===== src/rtl/rgb_pkg.sv =====
// Shared types and helpers for the RGB scene sequencer.
package rgb_pkg;

  localparam int unsigned DEF_WIDTH = 8;

  typedef enum logic [1:0] {
    MANUAL = 2'd0,
    FADE   = 2'd1,
    HOLD   = 2'd2
  } state_t;

  // Scene-table entry layout at the default width; matches wr_data {ch2,ch1,ch0}.
  typedef struct packed {
    logic [DEF_WIDTH-1:0] ch2;
    logic [DEF_WIDTH-1:0] ch1;
    logic [DEF_WIDTH-1:0] ch0;
  } scene_t;

  typedef enum logic [1:0] {
    STEP_NONE = 2'd0,
    STEP_UP   = 2'd1,
    STEP_DOWN = 2'd2
  } step_t;

  // Direction one channel must move to approach its target.
  function automatic step_t step_dir(input logic [31:0] level, input logic [31:0] target);
    if (level < target) return STEP_UP;
    if (level > target) return STEP_DOWN;
    return STEP_NONE;
  endfunction

endpackage


===== src/rtl/rgb_tick_prescaler.sv =====
// Free-running tick generator: one-cycle tick every TICK_DIV cycles while run is high.
module rgb_tick_prescaler #(
  parameter int unsigned TICK_DIV = 1000
) (
  input  logic clk,
  input  logic rst_n,
  input  logic clr,
  input  logic run,
  output logic tick
);

  localparam int unsigned CNT_W = $clog2(TICK_DIV);
  localparam logic [CNT_W-1:0] LAST = CNT_W'(TICK_DIV - 1);

  logic [CNT_W-1:0] cnt_q, cnt_d;

  assign tick = run && (cnt_q == LAST);

  always_comb begin
    cnt_d = cnt_q;
    if (clr) begin
      cnt_d = '0;
    end else if (run) begin
      cnt_d = tick ? '0 : cnt_q + CNT_W'(1);
    end
  end

  always_ff @(posedge clk or negedge rst_n) begin
    if (!rst_n) cnt_q <= '0;
    else        cnt_q <= cnt_d;
  end

endmodule


===== src/rtl/rgb_scene_sequencer.sv =====
// Drives the three PWM levels either straight from the encoders or by fading
// through a programmable table of colour scenes with a hold time per scene.
module rgb_scene_sequencer
  import rgb_pkg::*;
#(
  parameter int unsigned NUM_SCENES = 4,
  parameter int unsigned WIDTH      = DEF_WIDTH,
  parameter int unsigned TICK_DIV   = 1000,
  parameter int unsigned HOLD_W     = 8
) (
  input  logic                          clk,
  input  logic                          rst_n,
  input  logic [WIDTH-1:0]              enc_level0,
  input  logic [WIDTH-1:0]              enc_level1,
  input  logic [WIDTH-1:0]              enc_level2,
  input  logic                          mode_auto,
  input  logic [HOLD_W-1:0]             hold_ticks,
  input  logic                          wr_en,
  input  logic [$clog2(NUM_SCENES)-1:0] wr_addr,
  input  logic [3*WIDTH-1:0]            wr_data,
  output logic [WIDTH-1:0]              level0,
  output logic [WIDTH-1:0]              level1,
  output logic [WIDTH-1:0]              level2,
  output logic [$clog2(NUM_SCENES)-1:0] scene_idx,
  output logic                          fading,
  output logic                          scene_reached
);

  localparam int unsigned IDX_W = $clog2(NUM_SCENES);
  localparam int unsigned NCH   = 3;

  state_t             state_q, state_d;
  logic [IDX_W-1:0]   idx_q, idx_d, next_idx;
  logic [HOLD_W-1:0]  hold_q, hold_d;
  logic               fading_q, fading_d;
  logic               reached_q, reached_d;
  logic [WIDTH-1:0]   lvl_q [NCH];
  logic [WIDTH-1:0]   lvl_d [NCH];
  logic [WIDTH-1:0]   tgt_q [NCH];
  logic [WIDTH-1:0]   tgt_d [NCH];
  logic [WIDTH-1:0]   enc   [NCH];
  logic [3*WIDTH-1:0] tbl_q [NUM_SCENES];
  logic [3*WIDTH-1:0] tbl_d [NUM_SCENES];
  logic               all_eq;
  logic               tick;
  logic               pre_clr;
  logic               pre_run;

  assign enc[0] = enc_level0;
  assign enc[1] = enc_level1;
  assign enc[2] = enc_level2;

  // Prescaler is held at zero in MANUAL so the first tick lands TICK_DIV cycles into a fade.
  assign pre_clr = (state_q == MANUAL);
  assign pre_run = (state_q != MANUAL);

  rgb_tick_prescaler #(
    .TICK_DIV(TICK_DIV)
  ) u_prescaler (
    .clk  (clk),
    .rst_n(rst_n),
    .clr  (pre_clr),
    .run  (pre_run),
    .tick (tick)
  );

  always_comb begin
    state_d   = state_q;
    idx_d     = idx_q;
    hold_d    = hold_q;
    reached_d = 1'b0;
    lvl_d     = lvl_q;
    tgt_d     = tgt_q;
    tbl_d     = tbl_q;
    next_idx  = idx_q + IDX_W'(1);
    all_eq    = 1'b1;
    for (int c = 0; c < NCH; c++) begin
      if (lvl_q[c] != tgt_q[c]) all_eq = 1'b0;
    end

    case (state_q)
      MANUAL: begin
        lvl_d = enc;
        if (mode_auto) begin
          state_d = FADE;
          for (int c = 0; c < NCH; c++) tgt_d[c] = tbl_q[idx_q][c*WIDTH +: WIDTH];
        end
      end
      FADE: begin
        if (all_eq) begin
          reached_d = 1'b1;
          state_d   = HOLD;
          hold_d    = hold_ticks;
        end else if (tick) begin
          for (int c = 0; c < NCH; c++) begin
            case (step_dir(32'(lvl_q[c]), 32'(tgt_q[c])))
              STEP_UP:   lvl_d[c] = lvl_q[c] + WIDTH'(1);
              STEP_DOWN: lvl_d[c] = lvl_q[c] - WIDTH'(1);
              default:   lvl_d[c] = lvl_q[c];
            endcase
          end
        end
      end
      HOLD: begin
        if (hold_q == '0) begin
          idx_d   = next_idx;
          state_d = FADE;
          for (int c = 0; c < NCH; c++) tgt_d[c] = tbl_q[next_idx][c*WIDTH +: WIDTH];
        end else if (tick) begin
          hold_d = hold_q - HOLD_W'(1);
        end
      end
      default: state_d = MANUAL;
    endcase

    // Dropping auto mode wins over any scene progress but keeps the scene index.
    if ((state_q != MANUAL) && !mode_auto) begin
      state_d = MANUAL;
      idx_d   = idx_q;
      lvl_d   = enc;
    end

    if (wr_en) tbl_d[wr_addr] = wr_data;

    fading_d = (state_d == FADE);
  end

  always_ff @(posedge clk or negedge rst_n) begin
    if (!rst_n) begin
      state_q   <= MANUAL;
      idx_q     <= '0;
      hold_q    <= '0;
      fading_q  <= 1'b0;
      reached_q <= 1'b0;
      for (int c = 0; c < NCH; c++) begin
        lvl_q[c] <= '0;
        tgt_q[c] <= '0;
      end
      for (int s = 0; s < NUM_SCENES; s++) tbl_q[s] <= '0;
    end else begin
      state_q   <= state_d;
      idx_q     <= idx_d;
      hold_q    <= hold_d;
      fading_q  <= fading_d;
      reached_q <= reached_d;
      lvl_q     <= lvl_d;
      tgt_q     <= tgt_d;
      tbl_q     <= tbl_d;
    end
  end

  assign level0        = lvl_q[0];
  assign level1        = lvl_q[1];
  assign level2        = lvl_q[2];
  assign scene_idx     = idx_q;
  assign fading        = fading_q;
  assign scene_reached = reached_q;

endmodule


===== config.mk =====
export PLATFORM = sky130hd
export DESIGN_NAME = rgb_scene_sequencer
export DESIGN_NICKNAME = d
export VERILOG_FILES = /design/src/rtl/rgb_pkg.sv /design/src/rtl/rgb_tick_prescaler.sv /design/src/rtl/rgb_scene_sequencer.sv
export SDC_FILE = /design/constraint.sdc
export NUM_CORES = 1
export LEC_CHECK = 0
export BUFFER_PORTS_ARGS = -buffer_cell sky130_fd_sc_hd__buf_2
export CORE_MARGIN = 4
export CORE_UTILIZATION = 56
export CTS_BUF_LIST = sky130_fd_sc_hd__clkbuf_8
export DETAILED_ROUTE_END_ITERATION = 8
export GPL_TIMING_DRIVEN = 0
export HOLD_SLACK_MARGIN = 0.03
export PLACE_DENSITY_LB_ADDON = 0.08
export SLEW_MARGIN = 10
export SYNTH_ARGS = -nofsm -noshare
export SYNTH_HDL_FRONTEND = slang
export SYNTH_SLANG_ARGS = --single-unit
export TNS_END_PERCENT = 20

===== constraint.sdc =====
create_clock -name clk -period 3.3 [get_ports clk]
set_input_delay 0.66 -clock clk [delete_from_list [all_inputs] [get_ports clk]]
set_output_delay 0.66 -clock clk [all_outputs]
set_load 0.1 [all_outputs]

==> impl_metrics.tcl, run 1 <==
set metrics [dict create \
    viasPerCell 6.22 \
    multi_input_area_um2 4970 \
    final_common_cell "dfrtp_1" \
    grt_setup_unrepaired "true" \
    drv_slew 0 \
    r2r_cells 14 \
    numCtsBuffers 17 \
    antenna_found_initial 0 \
    rr_startpoint "level1[0]" \
    drv_cap 0 \
    worst-setup-path-type "reg -> reg" \
    port_buffers 88 \
    peakVddDrop_v 0.000338 \
    synthArstFlopShare_pct 100 \
    yosysSeqAreaShare_pct 44.1 \
    drive_gt1_share_pct 24.9 \
    cts_tree "built" \
    synth_seq_cells 168 \
    internal_power_mw 3.64 \
    gp_congestion 0.913 \
    clkSinkCount 168 \
    dp_hpwl_mm 17.5 \
    place_area_um2 10300 \
    hold_path.class "in -> async" \
    synth_cells 957 \
    swShare_pct 36.2 \
    finalInstanceArea_um2 10700 \
    avgSynthCellArea_um2 9.96 \
    final_cell_mix "dfrtp_1, mux2_2, buf_2, a21oi_1, o21ai_0" \
    hold_violations 0 \
    p_leak_nw 4.41 \
    timing.rr.end "level1[2]" \
    initial_utilization_pct 57.3 \
    die_area_um2 19200 \
    cts_buffer_depth 2 \
    overflow 0 \
    startpoint_type "register" \
    netlist_area_um2 9530 \
    yosysWarningCount 0 \
    synth_cell_types 59 \
    detail-route-antenna-nets 0 \
    diodes 0 \
    worstMarginPinSlew_ns 1.27 \
    wl_per_cell_um 19.0 \
    slew_headroom_pct 15.1 \
    clkPwrFrac_pct 24.8 \
    endpoint_kind "register" \
    ff2ff_setup_slack_ns 0.14 \
    cts_root_buffer "clkbuf_8" \
    rows 47 \
    max_freq_mhz 316 \
    comb_power_share_pct 28.7 \
    setup_tns_ns 0 \
    grt_pass1_vias 7762 \
    cp_max_fo 9 \
    route.detailed.drc 0 \
    fillers 1372 \
    firstDrtPassIters 6 \
    htree_levels 4 \
    clk_latency_ns 0.47 \
    pwr-share-seq_pct 46.4 \
    flow.area_growth_from_synthesis_pct 12.3 \
    p_sw_mw 2.07 \
    synth_enable_flop_cells 0 \
    cp_data_required_time_ns 3.65 \
    period_needed_ns 3.16 \
    fin_nets 1157 \
    dp.cells 1266 \
    seq_area_um2 4220 \
    skew_ns 0.00822 \
    grt_max_degree 94 \
    stdcell_count 1298 \
    critPathArrivalTime_ns 3.52 \
    clk_pin_slew_ns 0.09 \
    synth_ff_type "dfrtp_1" \
    io_pins 90 \
    vias 8080 \
    final_util_pct 64.3 \
    drtIter0Drc 701 \
    dieWidth_um 138 \
    p_per_area_nw_per_um2 534 \
    outcome "completed" \
    die_h_um 138 \
    fin_crit_sh_pct 95.9 \
    grt_pass1_wl_mm 40.5 \
    wirelength_mm 24.6 \
    track_usage_pct 25.7 \
    synthesis.nets 1049 \
    setup_violations 0 \
    core-area_um2 16600 \
]
## cells in the mapped netlist, types with 9 or more instances
cell | n | area [um^2]
a21oi_1 | 75 | 375
a31oi_1 | 9 | 56.3
and3_1 | 13 | 81.3
clkbuf_1 | 63 | 236
dfrtp_1 | 168 | 4200
ha_1 | 30 | 375
inv_1 | 32 | 120
mux2_2 | 123 | 1390
mux2i_1 | 10 | 100
nand2_1 | 44 | 165
nand3_1 | 23 | 115
nand4_1 | 14 | 87.6
nor2_1 | 49 | 184
nor3_1 | 35 | 175
nor3b_1 | 27 | 203
o21ai_0 | 66 | 330
o221ai_1 | 25 | 219
o22ai_1 | 31 | 194
## worst max path at each step
| stage | start | endpoint | slack, ns |
|---|---|---|---|
| floorplan | level0[3] | level0[4] | -0.1 |
| global placement | rst_n | level1[0] | -1.56 |
| detailed placement | level1[0] | level1[2] | -0.29 |
| CTS | level1[0] | level1[2] | 0.003 |
| global route | level1[7] | level1[2] | -0.07 |
| finish | level1[0] | level1[2] | 0.14 |
## layout make-up
cell class,count,share of cell area (%)
Multi-Input combinational cell,689,46.5
Inverter,32,1.12
Sequential cell,168,39.4
Timing Repair Buffer,89,4.47
Buffer,68,2.46
Clock inverter,14,1.16
Clock buffer,18,2.31
Tap cell,220,2.57
## power by group through the flow
stage                     Combinational, mW  Sequential (mW)  Clock (mW)
after floorplan                       0.938             2.92           0
after global placement                 1.57             2.67           0
after detailed placement               1.61             2.69           0
after CTS                              1.63             2.64        1.45
after global routing                   1.81             2.69        1.53
final                                  1.64             2.65        1.42
## sequential cells by signal (all words and copies together), names as in the netlist
name,flops
scene_reached,1
state_q,2
level0,8
fading,1
tbl_q,96
scene_idx,2
level1,8
tgt_q,24
hold_q,8
u_prescaler.cnt_q,10
level2,8
## critical path: stages (launching register included)
cell	delay [ns]
dfrtp_4	0.53
inv_1	0.14
ha_1	0.24
and4_1	0.20
nor2b_4	0.15
o21bai_1	0.16
clkbuf_4	0.19
xnor2_1	0.14
ha_1	0.19
clkbuf_1	0.19
a2111oi_1	0.36
a21oi_1	0.09
o221ai_2	0.19
o21ai_0	0.11
o2bb2ai_1	0.15
## stage by stage
| step | setup slack [ns] | hold WS (ns) | power, mW |
|---|---|---|---|
| final | 0.136 | 0.153 | 5.71 |
| after global routing | -0.0678 | 0.176 | 6.04 |
| after CTS | 0.00288 | 0.159 | 5.72 |
| after detailed placement | -0.287 | 0.456 | 4.30 |
| after global placement | -1.56 | 0.453 | 4.24 |
| after floorplan | -0.0970 | 0.364 | 3.86 |
## cell families (layout without fill, tap and decap cells)
kind of cell               count (synthesis)  after routing  share of synthesized area, %
xor gates and xnor gates                  12             12                          1.10
AOI/OAI and AO/OA                        260            260                          17.1
and+or+nand+nor                          254            254                          14.2
DFF                                      168            168                          44.1
adders and majority gates                 30             30                          3.94
buffers and inverters                    100            221                          3.98
muxes                                    133            133                          15.6
## layer usage
layer	GRT usage, %	part of all wire, %
met1	36.9	45
met4	8.84	1.9
met3	4.32	6.7
met5	0	0
met2	40.0	46
## repair_timing
action                                  4_1_cts  5_1_grt
buffers inserted                              0        0
endpoints found under the setup margin        4        8
resized for setup                             3        9
hold buffers                                  0        0
(Power assumes the default switching activity.)
==> run 2: changes to the inputs <==
--- a/config.mk
+++ b/config.mk
@@ -7,9 +7,11 @@
 export LEC_CHECK = 0
 export BUFFER_PORTS_ARGS = -buffer_cell sky130_fd_sc_hd__buf_2
 export CORE_MARGIN = 4
-export CORE_UTILIZATION = 56
+export CORE_UTILIZATION = 62
 export CTS_BUF_LIST = sky130_fd_sc_hd__clkbuf_8
+export CTS_CLUSTER_DIAMETER = 120
 export DETAILED_ROUTE_END_ITERATION = 8
+export GPL_ROUTABILITY_DRIVEN = 0
 export GPL_TIMING_DRIVEN = 0
 export HOLD_SLACK_MARGIN = 0.03
 export PLACE_DENSITY_LB_ADDON = 0.08
==> constraint.sdc (replaced) <==
create_clock -name clk -period 3.1 [get_ports clk]
set_input_delay 0.62 -clock clk [delete_from_list [all_inputs] [get_ports clk]]
set_output_delay 0.62 -clock clk [all_outputs]
set_load 0.1 [all_outputs]
==> run 2 against run 1 <==
  * Clock power rose by 5%
  * Global-route usage is 2.1 points higher
  * Utilization rose by 6.7 points
  * Count of clock-buffer cells in the layout down 1
  * Register-to-register slack got worse by 0.02 ns
  * Non-clock buffer count increased by 6
  * Setup slack got worse by 0.017 ns
  * Via count is 1.3% higher
  * Combinational power rose by 11%
  * Power grew 7.4%
  * Critical path depth fell by 3
  * Largest cell class unchanged
==> impl_metrics.tcl, run 2 (synthesized netlist as in run 1, its figures left out) <==
set metrics [dict create \
    startpoint_type "register" \
    worstMarginPinSlew_ns 1.23 \
    p_per_area_nw_per_um2 570 \
    clk_pin_slew_ns 0.09 \
    clkPwrFrac_pct 24.3 \
    drv_slew 0 \
    track_usage_pct 27.8 \
    critPathArrivalTime_ns 3.32 \
    hold_path.class "in -> async" \
    grt_pass1_wl_mm 39.5 \
    htree_levels 4 \
    port_buffers 88 \
    final_common_cell "dfrtp_1" \
    io_pins 90 \
    final_util_pct 71.0 \
    largest_registers "tbl_q (96), tgt_q (24), u_prescaler.cnt_q (10)" \
    outcome "completed" \
    internal_power_mw 3.91 \
    worst-setup-path-type "reg -> reg" \
    largest_reg_flops 96 \
    top_register "tbl_q" \
    dp.cells 1234 \
    fin_nets 1163 \
    clk_latency_ns 0.46 \
    swShare_pct 36.4 \
    cts_root_buffer "clkbuf_8" \
    timing.final.ws_setup_ns 0.118 \
    initial_utilization_pct 62.9 \
    power_mw 6.14 \
    final_cell_mix "dfrtp_1, mux2_2, buf_2, a21oi_1, o21ai_0" \
    dieWidth_um 132 \
    p_leak_nw 4.43 \
    wl_per_cell_um 19.1 \
    cp_max_fo 9 \
    die_h_um 132 \
    diodes 0 \
    endpoint_kind "register" \
    cp_data_required_time_ns 3.44 \
    flow.area_growth_from_synthesis_pct 12.9 \
    dp_hpwl_mm 17.2 \
    die_area_um2 17400 \
    stdcell_count 1272 \
    period_needed_ns 2.98 \
    max_freq_mhz 335 \
    multi_input_area_um2 5010 \
    grt_pass1_vias 7618 \
    firstDrtPassIters 5 \
    pwr-share-seq_pct 46.1 \
    wirelength_mm 24.3 \
    cts_tree "built" \
    cts_hold_buf 0 \
    route.detailed.drc 0 \
    numCtsBuffers 17 \
    dp_slack_ns -0.231 \
    core-area_um2 15100 \
    overflow 0 \
    clkSinkCount 168 \
    drive_gt1_share_pct 26.8 \
    p_sw_mw 2.23 \
    peakVddDrop_v 0.000379 \
    drv_cap 0 \
    cts_buffer_depth 2 \
    drtIter0Drc 888 \
    vias 8185 \
    fillers 1169 \
    setup_violations 0 \
    fin_crit_sh_pct 96.2 \
    hold_violations 0 \
    skew_ns 0.00963 \
    grt_max_degree 93 \
    detail-route-antenna-nets 0 \
    seq_area_um2 4240 \
    viasPerCell 6.43 \
    antenna_found_initial 0 \
    slew_headroom_pct 17.9 \
    rows 45 \
    comb_power_share_pct 29.6 \
]
## run 2: cell count changes in the layout (fill, tap and decap cells not counted), moves of 2 or more
| cell | delta |
|---|---|
| a21oi_1 | -2 |
| clkinv_2 | -2 |
| dfrtp_1 | -12 |
| dfrtp_2 | +9 |
| inv_1 | +2 |
| dfrtp_4 | +3 |
| buf_4 | +8 |
## run 2: repair_timing
item | in CTS | in global routing
gates resized for setup | 7 | 10
buffers inserted | 1 | 6
endpoints found under the setup margin | 5 | 8
pin swaps | 1 | 4
gates cloned | 0 | 0
## run 2: power by group through the flow
stage	clock [mW]	combinational (mW)	sequential, mW
final	1.49	1.82	2.83
after global routing	1.60	1.99	2.88
after CTS	1.50	1.76	2.82
after detailed placement	0	1.72	2.86
after global placement	0	1.67	2.85
after floorplan	0	1.00	3.12
## run 2: layout make-up
class                      count  area share (%)
clock inverter                15            1.22
tap                          188            2.19
buffer                        67            2.41
clock buffer                  17            2.17
timing repair buffer          96            4.93
inverter                      32            1.12
multi-input combinational    689            46.5
sequential                   168            39.4
## run 2: worst paths after layout
check	start	endpoint	slack, ns	cells after the start
min in group clk	enc_level1[1]	level1[1]	0.41	3
min	rst_n	u_prescaler.cnt_q[3]	0.16	1
max in group asynchronous	rst_n	tbl_q[10]	2.11	2
max reg2reg	level1[3]	level1[2]	0.12	11
max	level1[3]	level1[2]	0.12	11
min reg2reg	u_prescaler.cnt_q[0]	u_prescaler.cnt_q[0]	0.47	1
## run 2: per-stage QoR
| stage | cell area (um^2) | hold WS, ns | setup TNS [ns] |
|---|---|---|---|
| floorplan | 9570 | 0.324 | -0.0370 |
| global placement | 10200 | 0.453 | -201.14 |
| detailed placement | 10300 | 0.463 | -0.761 |
| CTS | 10700 | 0.186 | 0 |
| global route | 10800 | 0.202 | -0.00824 |
| finish | 10800 | 0.165 | 0 |
## run 2: critical path, cell delays in order (launching register included)
cell and delay, ns:
dfrtp_4 0.53, ha_1 0.35, and4_1 0.25, nor2b_4 0.14
o21bai_1 0.15, buf_4 0.16, xnor2_1 0.13, ha_2 0.26
or4_1 0.53, o221ai_2 0.10, o21ai_0 0.11, o2bb2ai_1 0.15
## run 2: layer usage
layer | routed length, um | GRT usage (%)
met5 | 0 | 0
met4 | 454 | 8.05
met3 | 1570 | 5.23
met2 | 11300 | 42.4
met1 | 10900 | 40.8
==> run 3: changes to the inputs <==
--- a/config.mk
+++ b/config.mk
@@ -6,13 +6,14 @@
 export NUM_CORES = 1
 export LEC_CHECK = 0
 export BUFFER_PORTS_ARGS = -buffer_cell sky130_fd_sc_hd__buf_2
+export CORE_ASPECT_RATIO = 0.8
 export CORE_MARGIN = 4
 export CORE_UTILIZATION = 62
 export CTS_BUF_LIST = sky130_fd_sc_hd__clkbuf_8
 export CTS_CLUSTER_DIAMETER = 120
 export DETAILED_ROUTE_END_ITERATION = 8
 export GPL_ROUTABILITY_DRIVEN = 0
-export GPL_TIMING_DRIVEN = 0
+export GPL_TIMING_DRIVEN = 1
 export HOLD_SLACK_MARGIN = 0.03
 export PLACE_DENSITY_LB_ADDON = 0.08
 export SLEW_MARGIN = 10
==> run 3 against run 2 <==
  * Routed wire length fell by 4.9%
  * Critical path type unchanged
  * Hold slack got worse by 0.10 ns
  * Cell count fell by 1.3%
  * Utilization rose by 0.68 points
  * Cell area rose by 0.42%
  * Clock skew rose by 0.0017 ns
==> impl_metrics.tcl, run 3 (synthesized netlist as in run 1, its figures left out) <==
set metrics [dict create \
    final_cell_mix "dfrtp_1, mux2_2, buf_2, a21oi_1, o21ai_0" \
    power_mw 6.29 \
    dp_hpwl_mm 15.0 \
    largest_registers "tbl_q (96), tgt_q (24), u_prescaler.cnt_q (10)" \
    dieWidth_um 147 \
    worst-setup-path-type "reg -> reg" \
    drtIter0Drc 559 \
    drv_cap 0 \
    cp_data_required_time_ns 3.45 \
    cp_max_fo 9 \
    port_buffers 89 \
    cts_buffer_depth 2 \
    cp_top_family "compound AO/OA/AOI/OAI gates" \
    p_leak_nw 4.50 \
    grt_pass1_wl_mm 38.0 \
    cts_tree "built" \
    peakVddDrop_v 0.000459 \
    ff2ff_setup_slack_ns 0.18 \
    critPathMaxStageDelay_ns 0.53 \
    detail-route-antenna-nets 0 \
    fillers 1210 \
    clk_pin_slew_ns 0.10 \
    worstMarginPinSlew_ns 0.643 \
    wl_met2_mm 10.6 \
    skew_ns 0.0113 \
    clkSinkCount 168 \
    met1Wirelength_mm 11.0 \
    period_needed_ns 2.92 \
    final_util_pct 71.7 \
    fin_nets 1124 \
    path_cells "ha_1, a21oi_1, a21oi_1, o21bai_1, xnor2_1, ha_1, or4_1, o221ai_1, o21ai_0, o2bb2ai_1" \
    seq_area_um2 4240 \
    hold_violations 0 \
    fin_crit_sh_pct 94.2 \
    top_register "tbl_q" \
    diodes 0 \
    die_h_um 119 \
    startpoint_type "register" \
    io_pins 90 \
    critPathArrivalTime_ns 3.27 \
    vias 7878 \
    overflow 0 \
    grt_setup_unrepaired "false" \
    multi_input_area_um2 4990 \
    stdcell_count 1255 \
    drive_gt1_share_pct 30.1 \
    p_per_area_nw_per_um2 582 \
    clk_latency_ns 0.47 \
    max_freq_mhz 343 \
    slew_headroom_pct 57.1 \
    flow.area_growth_from_synthesis_pct 13.4 \
    wl_met3_mm 1.11 \
    numCtsBuffers 17 \
    crit_buf_inv 0 \
    firstDrtPassIters 6 \
    hold_path.class "in -> async" \
    outcome "completed" \
    rows 40 \
    route.detailed.drc 0 \
    final_common_cell "dfrtp_1" \
    initial_utilization_pct 63.3 \
    highest_layer "met4" \
    dp.cells 1221 \
    endpoint_kind "register" \
    grt_pass1_vias 7339 \
    largest_reg_flops 96 \
    drv_slew 0 \
    core-area_um2 15100 \
    antenna_found_initial 0 \
    setup_violations 0 \
    htree_levels 4 \
    cts_hold_buf 0 \
    die_area_um2 17400 \
    grt_max_degree 99 \
    track_usage_pct 26.9 \
    cts_root_buffer "clkbuf_8" \
    worst_path_max_delay_cell "dfrtp_4" \
    viasPerCell 6.28 \
    wl_per_cell_um 18.4 \
    wirelength_mm 23.1 \
]
[run 3: stage by stage]
step                      area, um^2  TNS, ns  hold slack [ns]  setup slack, ns
after floorplan                 9570  -0.0370            0.324          -0.0217
after global placement         10400        0            0.449            0.168
after detailed placement       10400        0            0.461           0.0371
after CTS                      10800        0           0.0623           0.0126
after global routing           10800        0           0.0598           0.0208
final                          10800        0           0.0618            0.180
[run 3: path summary, 6_finish.rpt]
kind / start / endpoint / cells past startpoint
max: level1[3] / level1[2] / 10
min: rst_n / u_prescaler.cnt_q[9] / 1
max reg2reg: level1[3] / level1[2] / 10
min reg2reg: u_prescaler.cnt_q[0] / u_prescaler.cnt_q[0] / 1
max in group asynchronous: rst_n / tbl_q[68] / 2
min in group clk: hold_ticks[0] / hold_q[0] / 3
[run 3: final cells by class]
class / instances / share of cell area, %
Multi-Input combinational cell: 689 / 46.1
Sequential cell: 168 / 39.3
Timing Repair Buffer: 124 / 7.08
Tap cell: 210 / 2.43
Clock buffer: 18 / 2.29
Clock inverter: 14 / 1.66
Inverter: 32 / 1.11
[run 3: worst register-to-register path, cell delays in order, from the launching register on]
cell	delay [ns]
dfrtp_4	0.53
ha_1	0.34
a21oi_1	0.28
a21oi_1	0.14
o21bai_1	0.23
xnor2_1	0.09
ha_1	0.29
or4_1	0.53
o221ai_1	0.11
o21ai_0	0.11
o2bb2ai_1	0.14
[run 3: power breakdown]
group	switching [mW]	internal [mW]	total, mW	leakage (nW)
clock	0.895	0.773	1.67	0.207
combinational	1.09	0.714	1.81	2.33
sequential	0.263	2.55	2.81	1.96
total	2.25	4.04	6.29	4.50
[run 3: what timing repair did]
action,CTS,global route
resized for setup,0,3
setup buffers,0,2
setup endpoints to repair,0,1
[run 3: per-layer routing]
metal	vias up	global-route usage [%]
met4	0	7.99
met2	237	41.4
met5	-	0
li1	3730	-
met1	3876	39.3
met3	35	4.56
